$ cat src/rtl/key_event_pkg.sv
// Shared types and constants for the keyboard event queue.
package key_event_pkg;

  localparam int unsigned DefStableCycles = 16;
  localparam int unsigned DefFifoDepth    = 4;

  localparam logic [7:0] KEY_1   = 8'h1E;
  localparam logic [7:0] KEY_2   = 8'h1F;
  localparam logic [7:0] KEY_ESC = 8'h29;

  typedef struct packed {
    logic [7:0] code;
    logic       press;
  } key_event_t;

  typedef enum logic [1:0] {
    StIdle,
    StEmitRel,
    StEmitPress
  } emit_state_e;

endpackage

$ cat src/rtl/key_event_fifo.sv
// Event FIFO with registered head outputs and a sticky drop flag.
module key_event_fifo #(
  parameter int unsigned Depth = 4
) (
  input  logic                     clk_i,
  input  logic                     rst_i,
  input  logic                     push_i,
  input  logic [8:0]               push_data_i,
  input  logic                     pop_i,
  output logic [8:0]               head_o,
  output logic                     empty_o,
  output logic                     full_o,
  output logic [$clog2(Depth):0]   count_o,
  output logic                     overflow_o
);

  localparam int unsigned PtrW = $clog2(Depth);
  localparam int unsigned CntW = $clog2(Depth) + 1;

  logic [8:0]      mem_q [Depth];
  logic [PtrW-1:0] wr_q, wr_d, rd_q, rd_d;
  logic [CntW-1:0] count_q, count_d;
  logic [8:0]      head_q, head_d;
  logic            ovf_q, ovf_d;
  logic            do_push, do_pop;

  always_comb begin
    full_o  = (count_q == CntW'(Depth));
    empty_o = (count_q == '0);
    do_pop  = pop_i && !empty_o;
    do_push = push_i && (!full_o || do_pop);
    wr_d    = wr_q + PtrW'(do_push);
    rd_d    = rd_q + PtrW'(do_pop);
    count_d = count_q + CntW'(do_push) - CntW'(do_pop);
    ovf_d   = ovf_q | (push_i && full_o && !do_pop);
    // Head holds its last value when the queue drains.
    head_d  = head_q;
    if (count_d != '0) begin
      head_d = (do_push && (rd_d == wr_q)) ? push_data_i : mem_q[rd_d];
    end
  end

  always_ff @(posedge clk_i) begin
    if (do_push) mem_q[wr_q] <= push_data_i;
  end

  always_ff @(posedge clk_i or posedge rst_i) begin
    if (rst_i) begin
      wr_q    <= '0;
      rd_q    <= '0;
      count_q <= '0;
      head_q  <= '0;
      ovf_q   <= 1'b0;
    end else begin
      wr_q    <= wr_d;
      rd_q    <= rd_d;
      count_q <= count_d;
      head_q  <= head_d;
      ovf_q   <= ovf_d;
    end
  end

  assign head_o     = head_q;
  assign count_o    = count_q;
  assign overflow_o = ovf_q;

endmodule

$ cat src/rtl/key_event_queue.sv
// Two-slot keycode debouncer that turns committed key changes into
// release/press events queued for the consumer.
module key_event_queue
  import key_event_pkg::*;
#(
  parameter int unsigned StableCycles = DefStableCycles,
  parameter int unsigned FifoDepth    = DefFifoDepth
) (
  input  logic                         clk_i,
  input  logic                         rst_i,
  input  logic [7:0]                   keycode_i,
  input  logic [7:0]                   keycode2_i,
  input  logic                         evt_ready_i,
  output logic [7:0]                   stable_keycode_o,
  output logic [7:0]                   stable_keycode2_o,
  output logic                         evt_valid_o,
  output logic [7:0]                   evt_code_o,
  output logic                         evt_press_o,
  output logic [$clog2(FifoDepth):0]   fifo_count_o,
  output logic                         overflow_o
);

  localparam logic [7:0] StableCnt = 8'(StableCycles);

  logic [1:0][7:0] raw, stable_q, stable_d, cand_q, cand_n, cand_d, cnt_q, cnt_n, cnt_d;
  logic [1:0]      elig, commit;

  emit_state_e state_q;
  logic        slot_q, push_q;
  logic [7:0]  old_q, new_q, other_stable;
  logic [8:0]  push_data_q, head;
  logic        fifo_empty, fifo_full_unused;

  assign raw = {keycode2_i, keycode_i};

  always_comb begin
    for (int s = 0; s < 2; s++) begin
      cand_n[s] = cand_q[s];
      cnt_n[s]  = cnt_q[s];
      if (raw[s] == stable_q[s]) begin
        cnt_n[s] = '0;
      end else if (raw[s] != cand_q[s]) begin
        cand_n[s] = raw[s];
        cnt_n[s]  = 8'd1;
      end else if (cnt_q[s] < StableCnt) begin
        cnt_n[s] = cnt_q[s] + 8'd1;
      end
      elig[s] = (cnt_n[s] == StableCnt);
    end
    // Slot 0 wins a tie; slot 1 stays saturated until the emitter is idle again.
    commit[0] = (state_q == StIdle) && elig[0];
    commit[1] = (state_q == StIdle) && elig[1] && !elig[0];
    stable_d  = stable_q;
    cand_d    = cand_n;
    cnt_d     = cnt_n;
    for (int s = 0; s < 2; s++) begin
      if (commit[s]) begin
        stable_d[s] = cand_n[s];
        cnt_d[s]    = '0;
      end
    end
  end

  always_ff @(posedge clk_i or posedge rst_i) begin
    if (rst_i) begin
      stable_q <= '0;
      cand_q   <= '0;
      cnt_q    <= '0;
    end else begin
      stable_q <= stable_d;
      cand_q   <= cand_d;
      cnt_q    <= cnt_d;
    end
  end

  assign other_stable = slot_q ? stable_q[0] : stable_q[1];

  // A code still held by the other slot is neither released nor re-pressed.
  always_ff @(posedge clk_i or posedge rst_i) begin
    if (rst_i) begin
      state_q     <= StIdle;
      slot_q      <= 1'b0;
      old_q       <= '0;
      new_q       <= '0;
      push_q      <= 1'b0;
      push_data_q <= '0;
    end else begin
      case (state_q)
        StIdle: begin
          push_q <= 1'b0;
          if (|commit) begin
            slot_q  <= commit[1];
            old_q   <= stable_q[commit[1]];
            new_q   <= cand_n[commit[1]];
            state_q <= StEmitRel;
          end
        end
        StEmitRel: begin
          push_q      <= (old_q != 8'h00) && (old_q != other_stable);
          push_data_q <= {old_q, 1'b0};
          state_q     <= StEmitPress;
        end
        StEmitPress: begin
          push_q      <= (new_q != 8'h00) && (new_q != other_stable);
          push_data_q <= {new_q, 1'b1};
          state_q     <= StIdle;
        end
        default: begin
          push_q  <= 1'b0;
          state_q <= StIdle;
        end
      endcase
    end
  end

  key_event_fifo #(
    .Depth(FifoDepth)
  ) u_fifo (
    .clk_i      (clk_i),
    .rst_i      (rst_i),
    .push_i     (push_q),
    .push_data_i(push_data_q),
    .pop_i      (evt_ready_i),
    .head_o     (head),
    .empty_o    (fifo_empty),
    .full_o     (fifo_full_unused),
    .count_o    (fifo_count_o),
    .overflow_o (overflow_o)
  );

  assign stable_keycode_o  = stable_q[0];
  assign stable_keycode2_o = stable_q[1];
  assign evt_valid_o       = !fifo_empty;
  assign evt_code_o        = head[8:1];
  assign evt_press_o       = head[0];

endmodule

$ cat config.mk
export PLATFORM = sky130hd
export DESIGN_NAME = key_event_queue
export DESIGN_NICKNAME = d
export VERILOG_FILES = /design/src/rtl/key_event_pkg.sv /design/src/rtl/key_event_fifo.sv /design/src/rtl/key_event_queue.sv
export SDC_FILE = /design/constraint.sdc
export NUM_CORES = 1
export LEC_CHECK = 0
export BUFFER_PORTS_ARGS = -buffer_cell sky130_fd_sc_hd__buf_2
export CAP_MARGIN = 10
export CORE_ASPECT_RATIO = 1.1
export CORE_MARGIN = 5
export CORE_UTILIZATION = 40
export CTS_CLUSTER_SIZE = 14
export DETAILED_ROUTE_END_ITERATION = 6
export PLACE_DENSITY = 0.56
export SYNTH_ARGS = -nofsm -noshare
export SYNTH_HDL_FRONTEND = slang
export SYNTH_SLANG_ARGS = --single-unit
$ cat constraint.sdc
create_clock -name clk_i -period 7 [get_ports clk_i]
set_input_delay 0.35 -clock clk_i [delete_from_list [all_inputs] [get_ports clk_i]]
set_output_delay 0.35 -clock clk_i [all_outputs]
set_load 0.05 [all_outputs]
==> results of run 1 <==
-- cell families (layout without fill, tap and decap cells) --
group	Yosys count	in the layout
flops	130	130
xor+xnor	62	62
simple gates	133	133
fa+ha+maj	10	10
buf+inv	31	96
compound gates	58	58
mux	66	66
-- cell usage in the layout, fill, tap and decap left out, drive strengths merged, types with 7 or more instances in the layout --
cell type	instances
nand2	13
nor2	63
dfrtp	94
nor4	11
xnor2	23
a21oi	27
edfxtp	36
mux4	9
xor2	39
bufinv	8
ha	9
buf	50
o22ai	15
inv	13
and3	8
nand4	10
mux2i	28
nor3	7
clkbuf	18
mux2	29
-- stage by stage --
step           worst slack (ns)  power [mW]
6_report                  3.827       2.236
2_1_floorplan             3.550       1.121
3_5_place_dp              3.764       1.194
4_1_cts                   3.741       2.260
3_3_place_gp              3.961       1.182
5_1_grt                   3.465       2.327
-- sequential cells by signal (all words and copies together), names as in the netlist, 8 cells and up --
register / count
cnt_q: 16
stable_keycode_o: 8
cand_q: 16
new_q: 8
push_data_q: 9
u_fifo.mem_q: 36
old_q: 8
stable_keycode2_o: 8
u_fifo.head_o: 9
-- power groups by stage --
stage | Combinational (mW) | Sequential [mW] | Clock, mW
floorplan | 0.204 | 0.917 | 0
global placement | 0.336 | 0.846 | 0
detailed placement | 0.344 | 0.850 | 0
CTS | 0.346 | 0.835 | 1.08
global route | 0.374 | 0.839 | 1.11
finish | 0.338 | 0.834 | 1.06
-- timing repair --
item,4_1_cts,5_1_grt
resized for setup,0,0
hold buffers,1,0
buffers inserted,0,0
hold endpoints to repair,16,0
-- path summary, 6_finish.rpt --
check / from / endpoint / slack [ns] / cells after the start
setup / recovery: u_fifo.count_o[2] / u_fifo.head_o[8] / 3.83 / 8
hold / removal: keycode_i[4] / cand_q[4] / 0.24 / 2
setup reg to reg: u_fifo.count_o[2] / u_fifo.head_o[8] / 3.83 / 8
hold reg to reg: u_fifo.overflow_o / u_fifo.overflow_o / 0.48 / 1
max in group asynchronous: rst_i / old_q[6] / 5.34 / 4
min in group asynchronous: rst_i / u_fifo.rd_q[0] / 0.41 / 3
-- layer usage --
metal,track usage,vias up
met2,0.2428,80
li1,-,1858
met3,0.03618,24
met5,0,-
met4,0.07207,0
met1,0.1922,1911
-- area by class of cell --
class                      count  area share
clock buffer                  18     0.05897
inverter                      13    0.007048
clock inverter                14     0.03902
tap                          196     0.03369
multi-input combinational    329      0.3531
sequential                   130      0.4717
timing repair buffer          51     0.03644
-- critical path, cell delays in order (launching register included) --
cell and delay (ns):
dfrtp_1 0.40, or3_1 0.39, and2_1 0.19, ha_1 0.20
xor2_1 0.78, xnor2_1 0.19, nand3_1 0.44, mux2i_1 0.33
a21oi_1 0.10
==> reports/metrics.yaml, run 1 <==
status: "completed"
design.core.area_mm2: 0.01511
worstMarginPinSlew_ns: 0.9983
finalHoldViolCount: 0
grt_usage: 0.1514
rsz0062_at_grt: "no"
synth_cell_types: 55
synthMuxAreaShare: 0.1330
yosysTopAreaCell: "dfrtp_1"
rows: 47
worstHoldPathType: "primary input to flop"
nFillCells: 1335
syn_area_mm2: 0.006170
setup_tns_ns: 0
initial_core_util: 0.4082
wl_per_cell_um: 16.71
grt_max_degree: 79
start_kind: "flop"
dpl_cell_area_mm2: 0.006555
antenna_found_initial: 0
drt_first_iter_violations: 195
cellInternalPower_mw: 1.666
drc: 0
grt-ovfl-total: 0
synthTopCellsByCount: "94 x dfrtp_1, 62 x nor2_1, 39 x xor2_1, 36 x edfxtp_1, 28 x mux2i_1"
totalWireLength_mm: 12.55
clock_skew_ns: 0.008090
place_congestion: 0.7943
via_per_inst: 5.157
relSlewSlack: 0.3344
place_inst: 718
syn-num-nets: 519
cts_tree: "done"
dieArea_mm2: 0.01801
p_switching_mw: 0.5698
area_growth_pct: 17.97
cts.path.max_buffers: 2
clock_latency_ns: 0.41
cts_root_buf: "clkbuf_16"
critPathMaxFanout: 11
yosys-top-cells-area: "dfrtp_1 38%, edfxtp_1 18%, xor2_1 5.5%"
cts_inserted_buffers: 17
peakVddDrop_mv: 0.1546
routed.top_layer: "met4"
max_clock_freq_mhz: 315.1
seq_area_mm2: 0.003433
hpwl_mm: 9.204
power.density_mw_per_mm2: 307.1
crit_arrival_ns: 3.44
end_kind: "flop"
setup_viol: 0
syn_inst: 490
num-nets-final: 571
fin_util: 0.4816
design_area_mm2: 0.007278
synth_simple_gate_area_frac: 0.1164
die_x_um: 128.4
layout.cells.non_filler: 751
ys.flop_type: "dfrtp_1"
seq_area_frac_synth: 0.5565
io_pins: 49
final_layout_size_suffix_gt1_frac: 0.2450
required_ns: 7.27
seqPwrFrac: 0.373
dr_total_vias: 3873
synth-seq-cells: 130
pwr-share-comb: 0.151
clkPwrFrac: 0.476
grt_pass1_wl_mm: 21.38
postSynthAreaPerCell_um2: 12.59
max_cap_viol_count: 0
synthXorXnorAreaFrac: 0.08801
drt-met1-wl_mm: 5.571
clk_pin_slew_ns: 0.06
die_h_um: 140.3
maxSlewViolCount: 0
critPathKind: "flop to flop"
drtAntennaViolNets: 0
switching_share: 0.2549
synth_enable_flop_cells: 36
p_leak_nw: 3.177
cts_max_level: 4
synth_compound_area_frac: 0.05759
first_pass_iters: 4
multi_input_area_mm2: 0.002570
dr_wl_met2_mm: 6.190
first_global_vias: 4119
synth_top_family_by_area: "multiplexers"
synthAdderAreaFrac: 0.02150
async_reset_ff_frac: 0.7231
yosys_warnings: 0
synth_most_common_cell: "dfrtp_1"
num_antenna_cells: 0
finalCritPeriodShare: 0.4533
numPortBuffers: 48
clkSinkCount: 130
wl_met3_um: 417
fin_crit_ns: 3.173
whs_ns: 0.2438
synth_top_area_frac: 0.3813
(Power assumes the default switching activity.)
==> run 2, diff against run 1 <==
- clock period: 7 -> 3.31 ns (I/O delays scaled with it)
==> run 2 against run 1 <==
First-iteration DRC count rose by 0.51%. Maximum frequency grew 6.5%. Setup slack got worse by 3.5 ns. Critical path type unchanged. Critical endpoint is now u_fifo.head_o[6].
==> reports/metrics.yaml, run 2 (synthesis results as in run 1) <==
rsz0062_at_grt: "no"
critPathKind: "flop to flop"
antenna_found_initial: 0  # unchanged
dieArea_mm2: 0.01801  # unchanged
cts_tree: "done"
crit_family: "simple AND/OR/NAND/NOR gates"
clock_skew_ns: 0.01251  # +0.004416 ns
cpMaxStageDelayCell: "or3_1"
initial_core_util: 0.4082  # unchanged
finalCritPeriodShare: 0.8999  # +0.4466
end_kind: "flop"
num-nets-final: 579  # +1.4%
cts_max_level: 4  # unchanged
maxSlewViolCount: 0  # unchanged
drtAntennaViolNets: 0  # unchanged
max_cap_viol_count: 0  # unchanged
largest_reg_flops: 36  # unchanged
cts_inserted_buffers: 17  # unchanged
critical_path_depth: 9  # +1
finalHoldViolCount: 0  # unchanged
clk_pin_slew_ns: 0.06  # about the same
crit_arrival_ns: 3.26  # -0.18 ns
place_congestion: 0.8088  # +1.8%
place_inst: 726  # +1.1%
cts_resized: 0  # unchanged
cp_common_cell: "ha_1"
power.density_mw_per_mm2: 627.7  # +100%
cts.path.max_buffers: 2  # unchanged
worstMarginPinSlew_ns: 0.9080  # -0.09039 ns
clock_latency_ns: 0.43  # +0.02 ns
design.core.area_mm2: 0.01511  # unchanged
num_antenna_cells: 0  # unchanged
crit_path_cell_trace: "or3_4, and2_1, ha_1, inv_1, ha_1, fa_1, or3_1, nor2_1, a21oi_1"
layout.cells.non_filler: 759  # +1.1%
final_layout_size_suffix_gt1_frac: 0.2558  # +0.01073
critPathMaxStageDelay_ns: 0.63  # -0.15 ns
dp_slack_ns: 0.3368  # -3.428 ns
grt_max_degree: 54  # -32%
status: "completed"
clkSinkCount: 130  # unchanged
via_per_inst: 5.149  # -0.16%
rows: 47  # unchanged
max_clock_freq_mhz: 335.7  # +6.5%
area_growth_pct: 18.01  # about the same
multi_input_area_mm2: 0.002575  # +0.19%
p_leak_nw: 3.181  # +0.12%
cts_root_buf: "clkbuf_16"
hold_depth: 2  # unchanged
worstRegToRegCells: 9  # +1
numPortBuffers: 48  # unchanged
grt_pass1_wl_mm: 21.80  # +2.0%
first_global_vias: 4139  # +0.49%
dr_total_vias: 3908  # +0.90%
hpwl_mm: 9.250  # +0.50%
grt_usage: 0.1564  # +0.004999
setup_viol: 0  # unchanged
drc: 0  # unchanged
critPathMaxFanout: 18  # +7
worstHoldPathType: "primary input to flop"
final_common_cell: "dfrtp_1"
nFillCells: 1366  # +2.3%
die_x_um: 128.4  # unchanged
cp_num_buf_inv: 1  # +1
fin_crit_ns: 2.979  # -0.1946 ns
required_ns: 3.59  # -3.68 ns
peakVddDrop_mv: 0.3271  # +110%
io_pins: 49  # unchanged
drt_first_iter_violations: 196  # +0.51%
final_cell_mix: "94 x dfrtp_1, 62 x nor2_1, 48 x buf_2"
setup_tns_ns: 0  # unchanged
top_regs: "u_fifo.mem_q: 36 flops, cand_q: 16 flops, cnt_q: 16 flops"
relSlewSlack: 0.3925  # +0.05803
die_h_um: 140.3  # unchanged
seq_area_mm2: 0.003433  # unchanged
grt-ovfl-total: 0  # unchanged
start_kind: "flop"
wl_per_cell_um: 17.23  # +3.1%
fin_ws_ns: 0.3313  # -3.495 ns
totalWireLength_mm: 13.08  # +4.2%
first_pass_iters: 4  # unchanged
top_register: "u_fifo.mem_q"
## run 2: power breakdown
group | internal, mW | total, mW | switching, mW
clock | 1.35 | 2.05 | 0.698
sequential | 1.72 | 1.77 | 0.0482
combinational | 0.259 | 0.749 | 0.491
total | 3.33 | 4.57 | 1.24
## run 2: repair_timing
action                    in CTS  in global routing
hold endpoints to repair      51                  0
buffers inserted               0                  0
hold buffers                   1                  0
## run 2: metal layers
layer / track usage / share of wire
met1: 0.1984 / 0.43
met2: 0.2568 / 0.51
met3: 0.03503 / 0.042
met4: 0.06648 / 0.018
met5: 0 / 0
## run 2: worst paths after layout
check / from / endpoint / slack [ns]
setup / recovery: u_fifo.count_o[2] / u_fifo.head_o[6] / 0.33
hold / removal: keycode_i[4] / cand_q[4] / 0.05
setup reg to reg: u_fifo.count_o[2] / u_fifo.head_o[6] / 0.33
hold reg to reg: u_fifo.overflow_o / u_fifo.overflow_o / 0.44
max in group asynchronous: rst_i / cand_q[12] / 2.12
min in group asynchronous: rst_i / u_fifo.overflow_o / 0.40
## run 2: layout make-up
class / count / area share
tap: 196 / 0.03368
clock buffer: 19 / 0.06084
clock inverter: 13 / 0.02853
inverter: 13 / 0.007046
multi-input combinational: 329 / 0.3537
sequential: 130 / 0.4716
timing repair buffer: 59 / 0.04468
## run 2: worst reg2reg max path: stages (launching register included)
cell and delay (ns):
dfrtp_1 0.42, or3_4 0.39, and2_1 0.19, ha_1 0.27
inv_1 0.04, ha_1 0.19, fa_1 0.46, or3_1 0.63
nor2_1 0.20, a21oi_1 0.06
## run 2: stage by stage
stage                     area [um2]  hold slack (ns)  power [mW]  utilization
final                           7281          0.04936       4.570       0.4817
after CTS                       7281          0.04273       4.619       0.4817
after detailed placement        6620           0.3207       2.561       0.4380
after global placement          6620           0.3096       2.542       0.4380
after global routing            7281          0.05730       4.786       0.4817
after floorplan                 6175           0.3297       2.377            -
